--- src/rtl/gerador_tom.sv ---
// rtl/gerador_tom.sv - note-code to fixed-length square-wave buzzer with post-note gap; `GERADOR_TOM_RETRIGGER_EN adds restart-while-busy
module gerador_tom #(
    parameter int unsigned CLOCK_FREQ  = 50000000,
    parameter int unsigned NOTE_CYCLES = 25000000,
    parameter int unsigned GAP_CYCLES  = 2500000
) (
    input  logic       clock,
    input  logic       reset,
    input  logic [2:0] nota,
    input  logic       enable,
    output logic       buzzer,
    output logic       tocando,
    output logic       fim_nota,
    output logic [2:0] db_nota
);

    localparam logic [1:0] OCIOSO  = 2'd0;
    localparam logic [1:0] TOCANDO = 2'd1;
    localparam logic [1:0] PAUSA   = 2'd2;

    localparam logic [31:0] HALF_1 = 32'(CLOCK_FREQ / (2 * 262));
    localparam logic [31:0] HALF_2 = 32'(CLOCK_FREQ / (2 * 294));
    localparam logic [31:0] HALF_3 = 32'(CLOCK_FREQ / (2 * 330));
    localparam logic [31:0] HALF_4 = 32'(CLOCK_FREQ / (2 * 349));
    localparam logic [31:0] HALF_5 = 32'(CLOCK_FREQ / (2 * 392));
    localparam logic [31:0] HALF_6 = 32'(CLOCK_FREQ / (2 * 440));
    localparam logic [31:0] HALF_7 = 32'(CLOCK_FREQ / (2 * 494));

    localparam logic [31:0] NOTE_LAST = 32'(NOTE_CYCLES - 1);
    localparam logic [31:0] GAP_LAST  = 32'(GAP_CYCLES - 1);
    localparam bit          NO_GAP    = (GAP_CYCLES == 0);

    function automatic logic [31:0] half_of(input logic [2:0] n);
        case (n)
            3'd1:    return HALF_1;
            3'd2:    return HALF_2;
            3'd3:    return HALF_3;
            3'd4:    return HALF_4;
            3'd5:    return HALF_5;
            3'd6:    return HALF_6;
            3'd7:    return HALF_7;
            default: return 32'd1;
        endcase
    endfunction

    logic [1:0]  state_q, state_d;
    logic [2:0]  nota_q, nota_d;
    logic [31:0] half_q, half_d;
    logic [31:0] div_q, div_d;
    logic [31:0] dur_q, dur_d;
    logic [31:0] gap_q, gap_d;
    logic        buzzer_q, buzzer_d;
    logic        fim_q, fim_d;
    logic        start;
    logic        accept;

    assign start = enable && (nota != 3'd0);

    always_comb begin
        state_d  = state_q;
        nota_d   = nota_q;
        half_d   = half_q;
        div_d    = div_q;
        dur_d    = dur_q;
        gap_d    = gap_q;
        buzzer_d = buzzer_q;
        fim_d    = 1'b0;
        accept   = 1'b0;
        case (state_q)
            OCIOSO: accept = start;
            TOCANDO: begin
                dur_d = dur_q + 32'd1;
                if (div_q == half_q - 32'd1) begin
                    buzzer_d = ~buzzer_q;
                    div_d    = 32'd0;
                end else begin
                    div_d = div_q + 32'd1;
                end
                // Note end overrides a coincident divider toggle.
                if (dur_q == NOTE_LAST) begin
                    buzzer_d = 1'b0;
                    fim_d    = 1'b1;
                    div_d    = 32'd0;
                    gap_d    = 32'd0;
                    if (NO_GAP) begin
                        state_d = OCIOSO;
                        nota_d  = 3'd0;
                        accept  = start;
                    end else begin
                        state_d = PAUSA;
                    end
                end
            end
            PAUSA: begin
                buzzer_d = 1'b0;
                // The edge that ends the gap also serves as the idle edge for a held enable.
                if (gap_q == GAP_LAST) begin
                    state_d = OCIOSO;
                    nota_d  = 3'd0;
                    accept  = start;
                end else begin
                    gap_d = gap_q + 32'd1;
                end
            end
            default: state_d = OCIOSO;
        endcase
`ifdef GERADOR_TOM_RETRIGGER_EN
        if (state_q != OCIOSO && start) begin
            accept = 1'b1;
            fim_d  = 1'b0;
        end else if (state_q == TOCANDO && enable) begin
            state_d  = OCIOSO;
            nota_d   = 3'd0;
            buzzer_d = 1'b0;
            div_d    = 32'd0;
            fim_d    = 1'b0;
        end
`endif
        if (accept) begin
            state_d  = TOCANDO;
            nota_d   = nota;
            half_d   = half_of(nota);
            buzzer_d = 1'b1;
            div_d    = 32'd0;
            dur_d    = 32'd0;
        end
    end

    always_ff @(posedge clock or posedge reset) begin
        if (reset) begin
            state_q  <= OCIOSO;
            nota_q   <= 3'd0;
            half_q   <= 32'd0;
            div_q    <= 32'd0;
            dur_q    <= 32'd0;
            gap_q    <= 32'd0;
            buzzer_q <= 1'b0;
            fim_q    <= 1'b0;
        end else begin
            state_q  <= state_d;
            nota_q   <= nota_d;
            half_q   <= half_d;
            div_q    <= div_d;
            dur_q    <= dur_d;
            gap_q    <= gap_d;
            buzzer_q <= buzzer_d;
            fim_q    <= fim_d;
        end
    end

    assign buzzer   = buzzer_q;
    assign tocando  = (state_q != OCIOSO);
    assign fim_nota = fim_q;
    assign db_nota  = nota_q;

endmodule
--- config.mk ---
export PLATFORM = sky130hd
export DESIGN_NAME = gerador_tom
export DESIGN_NICKNAME = d
export VERILOG_FILES = /design/src/rtl/gerador_tom.sv
export SDC_FILE = /design/constraint.sdc
export NUM_CORES = 1
export LEC_CHECK = 0
export BUFFER_PORTS_ARGS = -buffer_cell sky130_fd_sc_hd__buf_2
export CORE_MARGIN = 3
export CORE_UTILIZATION = 34
export CTS_BUF_LIST = sky130_fd_sc_hd__clkbuf_16
export CTS_CLUSTER_SIZE = 10
export DETAILED_ROUTE_END_ITERATION = 6
export GPL_ROUTABILITY_DRIVEN = 0
export MAX_ROUTING_LAYER = met4
export SYNTH_ARGS = -nofsm -noshare
export SYNTH_HDL_FRONTEND = slang
export SYNTH_SLANG_ARGS = --single-unit
--- constraint.sdc ---
create_clock -name clock -period 4.8 [get_ports clock]
set_clock_uncertainty 0.05 [all_clocks]
set_input_delay 0.96 -clock clock [delete_from_list [all_inputs] [get_ports clock]]
set_output_delay 0.96 -clock clock [all_outputs]
set_load 0.01 [all_outputs]
# ---- Word-level counts from Yosys, hierarchy flattened
# Index checks and enable logic that the tools add are counted.
# Widths: inputs -> output; s select.
dict set report op_classes {
  n_eq_ne 18
  n_reduce_logical 13
  bitwise_logic 1
  addsub 4
  n_mux 25
}
# operator n
set ops {}
lappend ops {{$mux 32} 8}
lappend ops {{$pmux 17 s7} 1}
lappend ops {{$add 32x1->32 const B} 3}
lappend ops {{$pmux 32 s2} 1}
lappend ops {{$eq 32x22->1 const B} 1}
lappend ops {{$eq 32x25->1 const B} 1}
lappend ops {{$eq 32x32->1} 1}
lappend ops {{$sub 32x1->32 const B} 1}
lappend ops {{$eq 3x3->1 const B} 4}
lappend ops {{$reduce_bool 2->1} 5}
lappend ops {{$mux 3} 3}
lappend ops {{$eq 3x2->1 const B} 2}
lappend ops {{$mux 1} 6}
lappend ops {{$mux 2} 3}
lappend ops {{$ne 2x2->1 const B} 3}
lappend ops {{$ne 3x3->1 const B} 2}
lappend ops {{$pmux 2 s3} 1}
lappend ops {{$reduce_and 3->1} 2}
lappend ops {{$reduce_bool 3->1} 2}
lappend ops {{$ne 4x4->1 const B} 1}
lappend ops {{$pmux 1 s2} 2}
lappend ops {{$reduce_and 2->1} 2}
lappend ops {{$eq 3x1->1 const B} 1}
lappend ops {{$eq 2x1->1 const B} 1}
lappend ops {{other kinds (4)} 4}
dict set report word_totals {
  in_bits 6
  output_inout_bits 6
  word_cells 69
  register_bits 135
}

# ---- Longest topological paths before layout
# Gate-level depths: netlist of run 1.
dict set report logic_depth {
  depth_word 6
  mapped_depth 13
  mapped_depth_nobuf 10
}

# ---- Least setup slack after synthesis of run 1
# OpenSTA, ideal clock, no wires.
dict set report synth_timing {
  path_kind {register to register}
  from {reg half_q[14]}
  to {reg buzzer_q (netlist: buzzer)}
  required_ns 4.617
  slack_ns 1.814
  setup_time_ns 0.133
  path_stages_with_launch 14
  n_path_buf 3
  synth_period_minus_slack_ns 2.986
  arrival_time_ns 2.804
  cell_sequence {dfrtp_1 > buf_2 > inv_1 > ha_1 > clkbuf_1 > or3b_2 > nor2_1 > a31oi_1 > a2111oi_0 > and4b_1 > a21oi_2 > buf_6 > a2111oi_4 > a21oi_1}
}
dict set report synth_via {
  elab_chain_cells 4
}
# item line
set synth_rtl {}
lappend synth_rtl {{start, declared} 48} ;# logic [31:0] half_q, half_d;
lappend synth_rtl {{start signal, assigned} 142} ;# half_q <= half_d;
lappend synth_rtl {{$sub 32x1->32} 73} ;# if (div_q == half_q - 32'd1) begin
lappend synth_rtl {{$eq 32x32->1} 73}
lappend synth_rtl {{$ne 4x4->1 (no source line)} n/a}
lappend synth_rtl {{$reduce_and 2->1 (no source line)} n/a}
lappend synth_rtl {{end signal, assigned} 146} ;# buzzer_q <= buzzer_d;
lappend synth_rtl {{end, declared} 52} ;# logic buzzer_q, buzzer_d;
# Every way passes these cells.
# A chain may end at the register's enable or synchronous reset.

# ---- Worst setup path after layout of run 1
dict set report layout_timing {
  from {reg half_q[12]}
  to {reg buzzer_q (netlist: buzzer)}
}
# The elaborated chain is that of the path after synthesis.

==> results.yml, run 1 <==
outcome:
  status: "complete, no violations"
synthesis:
  synth_nets: 738
  synth-edff-count: 0
  synthMuxAreaShare_pct: 0.774
  synth_top_area_share_pct: 44.6
  synth_xor_area_share_pct: 12.6
  synth_warnings: 0
  async_reset_ff_share_pct: 100
  postSynthAreaPerCell_um2: 9.10
  synth-seq-cells: 118
  synth_area_um2: 6630
  yosys.area_share.simple_pct: 28.2
  yosysUniqueCellTypes: 57
  synthTopCellsByCount: "dfrtp_1 (118), nor2_1 (112), nand2_1 (72), xor2_1 (68), nand3_1 (38)"
  synth_seq_area_share_pct: 44.6
  yosysMostFrequentCell: "dfrtp_1"
  syn_inst: 728
  yosys.area.top_type: "dfrtp_1"
  synthFlopType: "dfrtp_1"
  synth_compound_area_share_pct: 10.0
  synth_area_leaders: "dfrtp_1 (45%), xor2_1 (9.0%), nor2_1 (6.3%)"
  synthAdderAreaFrac_pct: 0.755
  synth_top_family_by_area: "simple AND/OR/NAND/NOR gates"
power:
  p_seq_share_pct: 43.4
  p_sw_share_pct: 26.7
  vdd_drop_max_mv: 0.247
  p_sw_uw: 767
  combPwrFrac_pct: 11.7
  p_clk_share_pct: 44.9
  power.density_nw_per_um2: 382
  p_leak_uw: 0.00328
  p_int_uw: 2110
clock_network:
  clkSlewWorstSetupHoldPaths_ns: 0.05
  post_cts_buffers: 0
  clkSinkCount: 118
  htreeDepth: 4
  cts_resized: 0
  insertion_delay_ns: 0.42
  clock-root-buffer: "clkbuf_16"
  cts_tree: "yes"
  cts-hold-fix-buffers: 0
  cts_buffers: 17
  ctsLongestPathBuffers: 2
critical_path:
  crit_fanout: 23
  worstRegToRegCells: 9
  crit_path_end_kind: "flop"
  worst_ep_required_time_ns: 5.05
  crit_slowest_cell: "nor4_1"
  r2r_end: "buzzer"
  arrival_ns: 4.11
  crit-reg2reg-launch: "half_q[12]"
  critical_path_class: "flop to flop"
  max_stage_delay_ns: 0.75
  path_cells: "nor4_1 > nand2b_1 > or4_1 > a2111oi_0 > and4b_1 > a21oi_2 > buf_4 > a2111oi_4 > a21oi_1"
  r2r_slack_ns: 0.94
  crit_path_start_kind: "flop"
timing:
  max_freq_ghz: 0.259
  slew_headroom_pct: 34.7
  rsz0062_at_grt: "false"
  post-route-min-period_ns: 3.86
  tns_ns: 0
  finalSetupViolCount: 0
  finalHoldViolCount: 0
  worst_slew_pin_slew_ns: 0.979
  fin_crit_sh_pct: 80.4
  final_max_slew_viol_count: 0
finish:
  fill_cells: 1864
  drive_above_1_share_pct: 8.34
  final_util_pct: 39.7
  n_antenna_cell: 0
  fin_nets: 740
  areaGrowthSynthToFinish_pct: 13.5
floorplanning:
  die_w_um: 146
  start_util_pct: 35.0
  die_y_um: 146
  rows: 50
  die_area_um2: 21200
  core_area_um2: 19000
  num_io_pins: 12
global_route:
  first_global_vias: 5046
  grt_pass1_wl_um: 25500
  grt.overflow.total: 0
  antenna_found_initial: 0
  grt_max_degree: 64
  grtUsageTotal_pct: 15.0
detailed_routing:
  first_iter_violations: 331
  drc_errors: 0
  routed_wl_um: 14600
  vias: 5183
  ant_nets: 0
  drt_pass1_iterations: 5
  wl_per_cell_um: 14.6
  viasPerCell: 5.17
place:
  dpl.hpwl_um: 9890
  port_buffers: 11
min_path:
  holdPathEnd: "db_nota[2]"
  hold_start: "db_nota[2]"
  min_path_cells: 2
  hold_path_class: "flop to flop"
job:
  maxCapViolCount: 0
[layer usage]
metal / vias up / GRT usage [%] / part of all wire [%]
met2: 77 / 21.2 / 44
li1: 2566 / - / -
met1: 2523 / 21.1 / 51
met5: - / - / 0
met3: 17 / 2.93 / 3.5
met4: 0 / 6.27 / 1.7
[per-stage QoR]
step           instances  setup slack (ns)  total power (uW)  hold WS [ns]  area (um^2)
2_1_floorplan        728             0.661              1510         0.443         6630
3_3_place_gp         971              1.09              1590         0.414         6930
3_5_place_dp         971              1.07              1600         0.432         6930
4_1_cts             1003              1.04              2900         0.443         7520
5_1_grt             1003             0.723              3030         0.463         7520
6_report            1003             0.941              2880         0.451         7520
[sequential cells by signal (all words and copies together), names as in the netlist]
signal / cells
gap_q: 32
buzzer: 1
div_q: 32
state_q: 2
dur_q: 32
half_q: 15
db_nota: 3
fim_nota: 1
[final cells by class]
class | count | area (um^2) | area share [%]
clock buffer | 17 | 425 | 5.65
tap | 260 | 325 | 4.32
multi-input combinational | 560 | 3480 | 46.3
clock inverter | 15 | 170 | 2.26
inverter | 15 | 58.8 | 0.782
sequential | 118 | 2950 | 39.2
timing repair buffer | 18 | 108 | 1.43
[worst max-delay path: cells and delay by family (launching register included)]
family,cells,cell delay [ns]
AO/OA/AOI/OAI,4,1.10
AND/OR/NAND/NOR,4,1.78
flip-flops,1,0.56
buffers and inverters,1,0.24
[cell families after synthesis]
| family | count (synthesis) |
|---|---|
| AO/OA/AOI/OAI | 95 |
| buffers and inverters | 50 |
| flip-flops | 118 |
| AND/OR/NAND/NOR | 361 |
| adder cells (fa/ha/maj) | 4 |
| XOR/XNOR | 95 |
| multiplexers | 5 |
[layout by cell type, fill, tap and decap left out, drive strengths merged, types with 18 or more instances in the layout]
master	count
xnor2	27
o21ai	29
inv	18
xor2	68
nand2	72
nor2	112
and3	21
buf	18
dfrtp	118
nand4	27
nand3	39
[worst max-delay path by stage]
| stage | startpoint | end | slack, ns | cells past startpoint |
|---|---|---|---|---|
| floorplan | reset | buzzer | 0.66 | 1 |
| global placement | half_q[12] | buzzer | 1.09 | 9 |
| detailed placement | half_q[12] | buzzer | 1.07 | 9 |
| CTS | half_q[12] | div_q[19] | 1.04 | 8 |
| global route | half_q[14] | buzzer | 0.72 | 11 |
| finish | half_q[12] | buzzer | 0.94 | 9 |
[power by group through the flow]
stage	logic [uW]	registers, uW	clock network (uW)
after floorplan	321	1190	0
after global routing	389	1270	1370
after global placement	334	1260	0
after detailed placement	339	1260	0
after CTS	341	1240	1320
final	337	1250	1290
Note: power is estimated with default switching activity, not from simulation.
==> run 2: changes to the inputs <==
--- a/config.mk
+++ b/config.mk
@@ -5,6 +5,7 @@
 export SDC_FILE = /design/constraint.sdc
 export NUM_CORES = 1
 export LEC_CHECK = 0
+export ABC_AREA = 1
 export BUFFER_PORTS_ARGS = -buffer_cell sky130_fd_sc_hd__buf_2
 export CORE_MARGIN = 3
 export CORE_UTILIZATION = 34
==> constraint.sdc (replaced) <==
create_clock -name clock -period 3.7 [get_ports clock]
set_clock_uncertainty 0.05 [all_clocks]
set_input_delay 0.74 -clock clock [delete_from_list [all_inputs] [get_ports clock]]
set_output_delay 0.74 -clock clock [all_outputs]
set_load 0.01 [all_outputs]
==> run 2 against run 1 <==
  * Power increased by 100%
  * Register-to-register slack got worse by 0.13 ns
  * Sequential share of layout area decreased by 4.7 points
  * Worst setup slack got worse by 0.13 ns
  * Largest cell class unchanged
  * Critical path type unchanged
  * Critical path depth increased by 6
  * Die area increased by 13%
==> results.yml, run 2 <==
clock_network:
  ctsLongestPathBuffers: 2
  cts_tree: "yes"
  cts-hold-fix-buffers: 0
  cts_resized: 0
  insertion_delay_ns: 0.42
  htreeDepth: 4
  cts_buffers: 17
  post_cts_buffers: 0
  clock-root-buffer: "clkbuf_16"
  clkSinkCount: 118
  clkSlewWorstSetupHoldPaths_ns: 0.06
timing:
  worst_slew_pin_slew_ns: 0.723
  post-route-min-period_ns: 2.89
  fin_crit_sh_pct: 78.2
  finalHoldViolCount: 0
  setup_slack_ns: 0.808
  slew_headroom_pct: 51.8
  rsz0062_at_grt: "false"
  tns_ns: 0
  finalSetupViolCount: 0
  final_max_slew_viol_count: 0
  max_freq_ghz: 0.346
power:
  p_sw_share_pct: 40.4
  combPwrFrac_pct: 34.7
  p_int_uw: 3510
  vdd_drop_max_mv: 0.310
  p_leak_uw: 0.00367
  power.density_nw_per_um2: 688
  p_sw_uw: 2380
  p_clk_share_pct: 31.3
  p_total_uw: 5890
  p_seq_share_pct: 34.0
synthesis:
  syn_inst: 1028
  postSynthAreaPerCell_um2: 7.33
  yosysUniqueCellTypes: 45
  synthTopCellsByCount: "nand2_1 (236), inv_1 (133), dfrtp_1 (118), nor2_1 (109), nand3_1 (73)"
  synthAdderAreaFrac_pct: 0.664
  async_reset_ff_share_pct: 100
  synth_compound_area_share_pct: 11.6
  yosys.area.top_type: "dfrtp_1"
  synth-edff-count: 0
  synth_warnings: 0
  synthFlopType: "dfrtp_1"
  synth-seq-cells: 118
  synth_area_leaders: "dfrtp_1 (39%), nand2_1 (12%), inv_1 (6.6%)"
  yosysMostFrequentCell: "nand2_1"
  synthMuxAreaShare_pct: 0
  synth_xor_area_share_pct: 6.05
  synth_nets: 1038
  synth_top_family_by_area: "simple AND/OR/NAND/NOR gates"
  synth_area_um2: 7530
  synth_top_area_share_pct: 39.2
  yosys.area_share.simple_pct: 34.2
  synth_seq_area_share_pct: 39.2
detailed_routing:
  first_iter_violations: 421
  wl_per_cell_um: 14.1
  vias: 6738
  drc_errors: 0
  ant_nets: 0
  viasPerCell: 5.04
  routed_wl_um: 18800
  drt_pass1_iterations: 6
critical_path:
  crit_fanout: 19
  critPathBufInv: 1
  path_cells: "inv_1 > ha_1 > nand3_2 > nor2_8 > nand3_4 > nand2_1 > nand2_1 > nor2_2 > nand2_1 > nor2_2 > nand3_2 > o21bai_4 > nand2_1 > nand2_1 > nand2_1"
  path_common_cell: "nand2_1"
  crit_slowest_cell: "o21bai_4"
  cp_top_family: "simple AND/OR/NAND/NOR gates"
  critical_path_class: "flop to flop"
  arrival_ns: 3.15
  worst_ep_required_time_ns: 3.95
  crit_path_end_kind: "flop"
  crit_path_start_kind: "flop"
  max_stage_delay_ns: 0.55
floorplanning:
  rows: 53
  die_y_um: 155
  die_w_um: 155
  num_io_pins: 12
  die_area_um2: 24000
  core_area_um2: 21400
  start_util_pct: 35.2
finish:
  fill_cells: 2219
  n_antenna_cell: 0
  areaGrowthSynthToFinish_pct: 13.6
  drive_above_1_share_pct: 9.14
  top_regs: "div_q x32, dur_q x32, gap_q x32"
  stdcell_count: 1336
  final_util_pct: 39.9
  layout_commonest_cell: "nand2_1"
  fin_nets: 1058
  final_cell_mix: "nand2_1 (235), inv_1 (132), dfrtp_1 (118)"
place:
  dpl.hpwl_um: 14000
  post-place-ws_ns: 0.763
  place_inst: 1304
  port_buffers: 11
global_route:
  first_global_vias: 6490
  grt_pass1_wl_um: 32400
  grt_max_degree: 58
  antenna_found_initial: 0
  grt.overflow.total: 0
  grtUsageTotal_pct: 16.8
outcome:
  status: "complete, no violations"
min_path:
  hold_path_class: "input port to asynchronous set/reset pin"
job:
  maxCapViolCount: 0
run 2: cell types whose count changed after synthesis, sizes merged, moves of 20 or more:
| cell | previous run | this run |
|---|---|---|
| nand2 | 72 | 241 |
| o21ai | 29 | 68 |
| and3 | 21 | 1 |
| inv | 15 | 135 |
| nor3 | 11 | 47 |
| xor2 | 68 | 42 |
| o22ai | 1 | 21 |
| a21oi | 17 | 40 |
| nand3 | 39 | 78 |
run 2: logic make-up (layout without fill, tap and decap cells):
group | after synthesis | count (layout)
AO/OA/AOI/OAI | 144 | 144
XOR/XNOR | 52 | 52
adder cells (fa/ha/maj) | 4 | 4
buffers and inverters | 158 | 191
flip-flops | 118 | 118
AND/OR/NAND/NOR | 552 | 552
run 2: layout make-up:
cell class,instances,area [um^2],area share [%]
clock buffer,17,425,4.97
clock inverter,15,228,2.66
inverter,139,526,6.14
timing repair buffer,20,123,1.43
tap,275,344,4.02
sequential,118,2950,34.5
multi-input combinational,752,3960,46.2
run 2: per-stage QoR:
stage               area [um^2]  hold WS, ns
floorplan                  7540        0.395
global placement           7900        0.421
detailed placement         7900        0.427
CTS                        8550        0.293
global route               8550        0.309
finish                     8550        0.279
run 2: path summary, 6_finish.rpt:
check	start	to	slack, ns	cells past startpoint
worst min-delay path	reset	half_q[3]	0.28	2
min in group clock	dur_q[29]	dur_q[29]	0.44	1
worst max register to register	half_q[14]	buzzer	0.81	15
max in group asynchronous	reset	dur_q[18]	2.26	3
worst max-delay path	half_q[14]	buzzer	0.81	15
worst min register to register	dur_q[29]	dur_q[29]	0.44	1
run 2: per-layer routing:
metal | track usage (%) | vias to the layer above | part of all wire (%)
li1 | - | 3426 | -
met1 | 22.9 | 3139 | 48
met2 | 25.7 | 147 | 46
met3 | 3.53 | 26 | 4.5
met4 | 4.37 | 0 | 1.5
met5 | - | - | 0
run 2: power by group through the flow:
stage	clock [uW]	sequential (uW)	combinational (uW)
2_1_floorplan	0	1900	1660
4_1_cts	1870	2000	2070
3_5_place_dp	0	2010	2060
5_1_grt	1940	2060	2330
6_report	1840	2000	2050
3_3_place_gp	0	2020	2030
